<file path="config.mk">
export PLATFORM = sky130hd
export DESIGN_NAME = pwm_gate_driver_flat
export DESIGN_NICKNAME = d
export VERILOG_FILES = /design/src/rtl/pwm_gate_driver_pkg.sv /design/src/rtl/pwm_gate_driver_if.sv /design/src/rtl/pwm_gate_driver_deadtime_fsm.sv /design/src/rtl/pwm_gate_driver.sv /design/src/flat_wrapper.sv
export SDC_FILE = /design/constraint.sdc
export NUM_CORES = 1
export LEC_CHECK = 0
export CORE_MARGIN = 4
export CORE_UTILIZATION = 41
export CTS_CLUSTER_DIAMETER = 150
export DETAILED_ROUTE_END_ITERATION = 12
export GPL_TIMING_DRIVEN = 0
export PLACE_DENSITY_LB_ADDON = 0.2
export SYNTH_ARGS = -nofsm -noshare
export SYNTH_HDL_FRONTEND = slang
export SYNTH_HIERARCHICAL = 1
export SYNTH_SLANG_ARGS = --single-unit
</file>
<file path="constraint.sdc">
create_clock -name clk -period 2.5 [get_ports clk]
set_input_delay 0.25 -clock clk [delete_from_list [all_inputs] [get_ports clk]]
set_output_delay 0.25 -clock clk [all_outputs]
set_load 0.03 [all_outputs]
</file>
<file path="src/rtl/pwm_gate_driver_pkg.sv">
// Shared constants and types for the PWM gate driver.
//   W          : width of the carrier ramp and duty buses
//   RAMP_MIN/MAX: carrier range produced by the ramp generator (900-count period)
//   ST_*       : dead-time FSM state encodings, wrapped by state_e
package pwm_gate_driver_pkg;

    localparam int W = 11;

    localparam logic [W-1:0] RAMP_MIN = 11'd0;
    localparam logic [W-1:0] RAMP_MAX = 11'd899;

    localparam logic [1:0] ST_OFF = 2'd0;
    localparam logic [1:0] ST_DT  = 2'd1;
    localparam logic [1:0] ST_HI  = 2'd2;
    localparam logic [1:0] ST_LO  = 2'd3;

    typedef enum logic [1:0] {
        S_OFF = ST_OFF,
        S_DT  = ST_DT,
        S_HI  = ST_HI,
        S_LO  = ST_LO
    } state_e;

endpackage

</file>
<file path="src/rtl/pwm_gate_driver_if.sv">
// Signal bundle between the controller side (ramp/duty/enable/fault sources)
// and one gate driver instance.
//   master : drives en, fault, ramp_ref, duty_ref; observes the gate outputs
//   slave  : the driver; consumes the commands, drives gate_hi, gate_lo,
//            carrier_sync, fault_lat and the state_dbg observation port
// There is no valid/ready handshake: every input is a level sampled each clk.
interface pwm_gate_driver_if #(
    parameter int W = pwm_gate_driver_pkg::W
);
    logic                        en;
    logic                        fault;
    logic [W-1:0]                ramp_ref;
    logic [W-1:0]                duty_ref;
    logic                        gate_hi;
    logic                        gate_lo;
    logic                        carrier_sync;
    logic                        fault_lat;
    pwm_gate_driver_pkg::state_e state_dbg;

    modport master (
        output en, fault, ramp_ref, duty_ref,
        input  gate_hi, gate_lo, carrier_sync, fault_lat, state_dbg
    );

    modport slave (
        input  en, fault, ramp_ref, duty_ref,
        output gate_hi, gate_lo, carrier_sync, fault_lat, state_dbg
    );

endinterface

</file>
<file path="src/rtl/pwm_gate_driver_deadtime_fsm.sv">
// Dead-time insertion for one complementary switch pair.
//   clk, rst  : clock, synchronous active-low reset
//   cmp       : registered PWM comparator (1 = high side wanted)
//   kill      : forces OFF on the next edge (fault, latched fault or !en)
//   gate_hi/lo: registered switch commands, never both 1
//   state_dbg : current FSM state for observation
// A gate only asserts after cmp has held the same value for DEADTIME
// consecutive cycles in DT; any change of cmp in DT restarts the count, so
// pulses shorter than the dead-time are swallowed.
module pwm_gate_driver_deadtime_fsm
    import pwm_gate_driver_pkg::*;
#(
    parameter int DEADTIME = 10
) (
    input  logic   clk,
    input  logic   rst,
    input  logic   cmp,
    input  logic   kill,
    output logic   gate_hi,
    output logic   gate_lo,
    output state_e state_dbg
);

    localparam logic [7:0] DT_LOAD = 8'(DEADTIME);

    state_e     state_q, state_d;
    logic [7:0] cnt_q, cnt_d;
    logic       target_q, target_d;
    logic       gate_hi_q, gate_hi_d;
    logic       gate_lo_q, gate_lo_d;

    always_comb begin
        state_d  = state_q;
        cnt_d    = cnt_q;
        target_d = target_q;

        if (kill) begin
            // Turning off is always safe, so no dead-time wait here.
            state_d = S_OFF;
        end else begin
            unique case (state_q)
                S_OFF: begin
                    state_d  = S_DT;
                    target_d = cmp;
                    cnt_d    = DT_LOAD;
                end
                S_DT: begin
                    if (cmp != target_q) begin
                        target_d = cmp;
                        cnt_d    = DT_LOAD;
                    end else if (cnt_q == 8'd1) begin
                        state_d = target_q ? S_HI : S_LO;
                    end else begin
                        cnt_d = cnt_q - 8'd1;
                    end
                end
                S_HI: begin
                    if (!cmp) begin
                        state_d  = S_DT;
                        target_d = 1'b0;
                        cnt_d    = DT_LOAD;
                    end
                end
                S_LO: begin
                    if (cmp) begin
                        state_d  = S_DT;
                        target_d = 1'b1;
                        cnt_d    = DT_LOAD;
                    end
                end
                default: state_d = S_OFF;
            endcase
        end

        // Gates follow the next state so they change on the same edge as it.
        gate_hi_d = (state_d == S_HI);
        gate_lo_d = (state_d == S_LO);
    end

    always_ff @(posedge clk) begin
        if (!rst) begin
            state_q   <= S_OFF;
            cnt_q     <= 8'd0;
            target_q  <= 1'b0;
            gate_hi_q <= 1'b0;
            gate_lo_q <= 1'b0;
        end else begin
            state_q   <= state_d;
            cnt_q     <= cnt_d;
            target_q  <= target_d;
            gate_hi_q <= gate_hi_d;
            gate_lo_q <= gate_lo_d;
        end
    end

    assign gate_hi   = gate_hi_q;
    assign gate_lo   = gate_lo_q;
    assign state_dbg = state_q;

endmodule

</file>
<file path="src/rtl/pwm_gate_driver.sv">
// Complementary PWM gate driver for one FCML switch pair.
//   clk, rst : clock, synchronous active-low reset
//   bus      : slave side of pwm_gate_driver_if
//              in : en, fault, ramp_ref, duty_ref
//              out: gate_hi, gate_lo, carrier_sync, fault_lat, state_dbg
// The duty command is shadowed and only reloaded when the carrier wraps, so a
// duty change never produces a partial pulse. A fault is latched until reset.
module pwm_gate_driver #(
    parameter int DEADTIME = 10,
    parameter int W        = pwm_gate_driver_pkg::W
) (
    input  logic                    clk,
    input  logic                    rst,
    pwm_gate_driver_if.slave        bus
);
    import pwm_gate_driver_pkg::*;

    logic [W-1:0] ramp_prev_q, ramp_prev_d;
    logic [W-1:0] duty_shadow_q, duty_shadow_d;
    logic         cmp_q, cmp_d;
    logic         carrier_sync_q, carrier_sync_d;
    logic         fault_lat_q, fault_lat_d;
    logic         wrap;
    logic         kill;

    always_comb begin
        // A falling ramp is the only way to see a wrap on a monotonic carrier.
        wrap           = (bus.ramp_ref < ramp_prev_q);
        ramp_prev_d    = bus.ramp_ref;
        carrier_sync_d = wrap;
        duty_shadow_d  = wrap ? bus.duty_ref : duty_shadow_q;
        cmp_d          = (duty_shadow_q > bus.ramp_ref);
        fault_lat_d    = fault_lat_q | bus.fault;
        // The raw fault is included so the gates drop on the sampling edge.
        kill           = bus.fault | fault_lat_q | ~bus.en;
    end

    always_ff @(posedge clk) begin
        if (!rst) begin
            ramp_prev_q    <= '0;
            duty_shadow_q  <= '0;
            cmp_q          <= 1'b0;
            carrier_sync_q <= 1'b0;
            fault_lat_q    <= 1'b0;
        end else begin
            ramp_prev_q    <= ramp_prev_d;
            duty_shadow_q  <= duty_shadow_d;
            cmp_q          <= cmp_d;
            carrier_sync_q <= carrier_sync_d;
            fault_lat_q    <= fault_lat_d;
        end
    end

    pwm_gate_driver_deadtime_fsm #(
        .DEADTIME (DEADTIME)
    ) u_deadtime_fsm (
        .clk       (clk),
        .rst       (rst),
        .cmp       (cmp_q),
        .kill      (kill),
        .gate_hi   (bus.gate_hi),
        .gate_lo   (bus.gate_lo),
        .state_dbg (bus.state_dbg)
    );

    assign bus.carrier_sync = carrier_sync_q;
    assign bus.fault_lat    = fault_lat_q;

endmodule

</file>
<file path="src/flat_wrapper.sv">
// flat-port wrapper written by rule: the top's interface ports become plain ports
module pwm_gate_driver_flat import pwm_gate_driver_pkg::*;
#(
    parameter int DEADTIME = 10,
    parameter int W        = pwm_gate_driver_pkg::W
)
  (clk, rst, bus_en, bus_fault, bus_ramp_ref, bus_duty_ref, bus_gate_hi, bus_gate_lo, bus_carrier_sync, bus_fault_lat, bus_state_dbg);
  pwm_gate_driver_if #(.W(W)) bus_i ();
  input  logic clk;
  input  logic rst;
  input wire logic [$bits(bus_i.en)-1:0] bus_en;
  input wire logic [$bits(bus_i.fault)-1:0] bus_fault;
  input wire logic [$bits(bus_i.ramp_ref)-1:0] bus_ramp_ref;
  input wire logic [$bits(bus_i.duty_ref)-1:0] bus_duty_ref;
  output wire logic [$bits(bus_i.gate_hi)-1:0] bus_gate_hi;
  output wire logic [$bits(bus_i.gate_lo)-1:0] bus_gate_lo;
  output wire logic [$bits(bus_i.carrier_sync)-1:0] bus_carrier_sync;
  output wire logic [$bits(bus_i.fault_lat)-1:0] bus_fault_lat;
  output wire logic [$bits(bus_i.state_dbg)-1:0] bus_state_dbg;
  assign bus_i.en = bus_en;
  assign bus_i.fault = bus_fault;
  assign bus_i.ramp_ref = bus_ramp_ref;
  assign bus_i.duty_ref = bus_duty_ref;
  assign bus_gate_hi = bus_i.gate_hi;
  assign bus_gate_lo = bus_i.gate_lo;
  assign bus_carrier_sync = bus_i.carrier_sync;
  assign bus_fault_lat = bus_i.fault_lat;
  assign bus_state_dbg = bus_i.state_dbg;
  pwm_gate_driver #(.DEADTIME(DEADTIME), .W(W)) u_core (.clk(clk), .rst(rst), .bus(bus_i));
endmodule
</file>
==> impl_metrics.csv <==
group,metric,value,unit
outcome,outcome,"finished, final reports clean",
global_route,grt_overflow,0,
die,coreArea,5170,um^2
timing,skew,0.00842,ns
logic_synthesis,synth_flop_cell,"dfxtp_1",
global_route,grt_pass1_vias,1656,
place,gp_congestion,0.781,
timing,slew_viol_final,0,
drt,wire_per_inst,12.6,um
critical_path,critPathKind,"reg2reg",
timing,fin_tns_setup,0,ns
timing,hold_viol,0,
drt,viasPerCell,4.90,
die,start_util,42.9,%
clock_tree,cts.clk_slew.worst_paths,0.07,ns
critical_path,cp_data_required_time,2.68,ns
timing,maxClockFrequency,522,MHz
layout,layout_common_cells,"dfxtp_1 (38), clkdlybuf4s50_1 (31), inv_1 (24), ha_1 (23), nand2_1 (21)",
layout,nets,322,
clock_tree,tritoncts,"built",
clock_tree,cts.path.max_buffers,2,
logic_synthesis,synth_fp_nets,284,
drt,ant_nets,0,
logic_synthesis,yosysSeqAreaShare,34.3,%
layout,syn2layout_area_growth,21.5,%
logic_synthesis,yosysWarnings,6,
die,die-area,6650,um^2
pwr,p_per_area,502,nW/um^2
clock_tree,clock-sinks,38,
drt,num_vias,1682,
clock_tree,cts_root_buf,"clkbuf_8",
critical_path,critical_path_arrival,2.10,ns
worst_hold_path,hp-class,"reg2reg",
layout,layout_commonest_cell,"dfxtp_1",
die,die_w,81.6,um
place,hpwl,3280,um
clock_tree,clock_latency,0.29,ns
timing,worst_slew_pin_slew,0.445,ns
drt,drc_errors,0,
timing,setup_viol,0,
critical_path,startpoint_type,"flop",
timing,grt_setup_unrepaired,"false",
layout,antenna_cells,0,
critical_path,path_max_fanout,10,
timing,relSlewSlack,70.4,%
logic_synthesis,syn_avg_cell_area,9.44,um^2
logic_synthesis,synth_area,2220,um^2
die,rows,26,
clock_tree,cts_setup_buffers,0,
global_route,grt_pass1_wl,7450,um
logic_synthesis,async_flop_share,0,%
timing,finalCritPeriodShare,76.6,%
die,pin_count,32,
pwr,power.total,1.35,mW
drt,wirelength,4310,um
pwr,peakVddDrop,197,uV
layout,drive_gt1_share,21.2,%
logic_synthesis,syn_inst,235,
die,die_h,81.6,um
critical_path,worstSetupEndpointType,"flop",
drt,drtIter0Drc,52,
place,port_buffers,31,
logic_synthesis,synth_cell_types,51,
flow_run,drv_cap,0,
clock_tree,cts_buffers,5,
drt,drt-pass1-iter-count,4,
clock_tree,cts-resized-gates,0,
critical_path,r2r_cells,7,
timing,min_period,1.92,ns
worst_hold_path,min_path_cells,2,
clock_tree,cts_hold_buf,0,
clock_tree,htreeDepth,2,
logic_synthesis,synth_edf_count,0,
global_route,antenna_found_initial,0,
global_route,grt_start_max_net_pins,12,
logic_synthesis,ys_ff_latch,38,
pwr,p_leak,1.13,nW
global_route,track_usage,14.5,%
-- critical path, cell delays in order (launching register included) --
cell	delay [ns]
dfxtp_1	0.34
inv_1	0.09
ha_1	0.16
or3b_2	0.49
nor4_4	0.27
buf_6	0.21
a221oi_2	0.09
and2_1	0.17
-- kinds of logic (layout without fill, tap and decap cells) --
group,count (synthesis),count (layout),share of synthesized area [%]
simple gates,86,86,25.7
compound gates,52,52,18.0
flops,38,38,34.3
buf+inv,34,72,8.29
fa+ha+maj,23,23,13.0
xor+xnor,2,2,0.790
-- power breakdown --
group	switching [mW]	total [mW]	internal, mW	leakage, nW
sequential	0.0218	0.665	0.643	0.313
combinational	0.148	0.289	0.141	0.771
clock	0.211	0.398	0.187	0.0438
total	0.381	1.35	0.971	1.13
-- layout make-up --
type | instances | area, um^2
Tap cell | 70 | 87.6
Clock inverter | 2 | 10.0
Buffer | 10 | 93.8
Multi-Input combinational cell | 163 | 1270
Clock buffer | 5 | 68.8
Timing Repair Buffer | 31 | 310
Inverter | 24 | 90.1
Fill cell | 497 | 2480
Sequential cell | 38 | 761
-- sequential cells by signal (all words and copies together), names as in the netlist --
register / flops
u_core/duty_shadow_q: 11
u_core/ramp_prev_q: 11
u_core/u_deadtime_fsm/cnt_q: 8
u_core/u_deadtime_fsm/state_dbg: 2
u_core/bus.carrier_sync: 1
u_core/bus.fault_lat: 1
u_core/cmp_q: 1
u_core/u_deadtime_fsm/gate_hi: 1
u_core/u_deadtime_fsm/gate_lo: 1
u_core/u_deadtime_fsm/target_q: 1
-- cells in the mapped netlist, types with 2 or more instances --
cell type / instances / area [um^2]
dfxtp_1: 38 / 761
inv_1: 24 / 90.1
ha_1: 23 / 288
nand2_1: 21 / 78.8
a21oi_1: 15 / 75.1
and2_1: 15 / 93.8
o21ai_2: 11 / 96.3
nand3_2: 9 / 90.1
buf_6: 6 / 67.6
nor2_1: 6 / 22.5
o21ai_0: 5 / 25.0
o31ai_1: 5 / 37.5
nor2b_1: 4 / 25.0
buf_4: 3 / 22.5
nand4_1: 3 / 18.8
o21ai_1: 3 / 15.0
or4_2: 3 / 26.3
a21boi_0: 2 / 15.0
and2b_2: 2 / 17.5
nand3_1: 2 / 10.0
nor3_2: 2 / 20.0
nor4_1: 2 / 12.5
or4_1: 2 / 15.0
xor2_1: 2 / 17.5
-- worst paths after layout --
| check | startpoint | to | slack [ns] |
|---|---|---|---|
| setup / recovery | u_core/u_deadtime_fsm/cnt_q[1] | u_core/u_deadtime_fsm/state_dbg[0] | 0.58 |
| hold reg to reg | u_core/duty_shadow_q[1] | u_core/duty_shadow_q[1] | 0.46 |
| hold / removal | u_core/duty_shadow_q[1] | u_core/duty_shadow_q[1] | 0.46 |
| setup reg to reg | u_core/u_deadtime_fsm/cnt_q[1] | u_core/u_deadtime_fsm/state_dbg[0] | 0.58 |
-- routing by layer --
layer	wire (um)	GRT usage, %
met3	198	4.39
met1	2160	18.3
met2	1920	23.8
met4	27	4.56
met5	0	0
-- through the flow --
step / worst slack [ns] / hold slack [ns] / instances / area, um^2 / utilization [%]
after global routing: 0.470 / 0.489 / 343 / 2700 / 52.1
after global placement: 0.288 / 0.453 / 336 / 2620 / 50.6
after detailed placement: 0.297 / 0.455 / 336 / 2620 / 50.6
final: 0.584 / 0.463 / 343 / 2700 / 52.1
after CTS: 0.581 / 0.467 / 343 / 2700 / 52.1
after floorplan: 0.701 / 0.371 / 235 / 2220 / -
(Power assumes the default switching activity.)
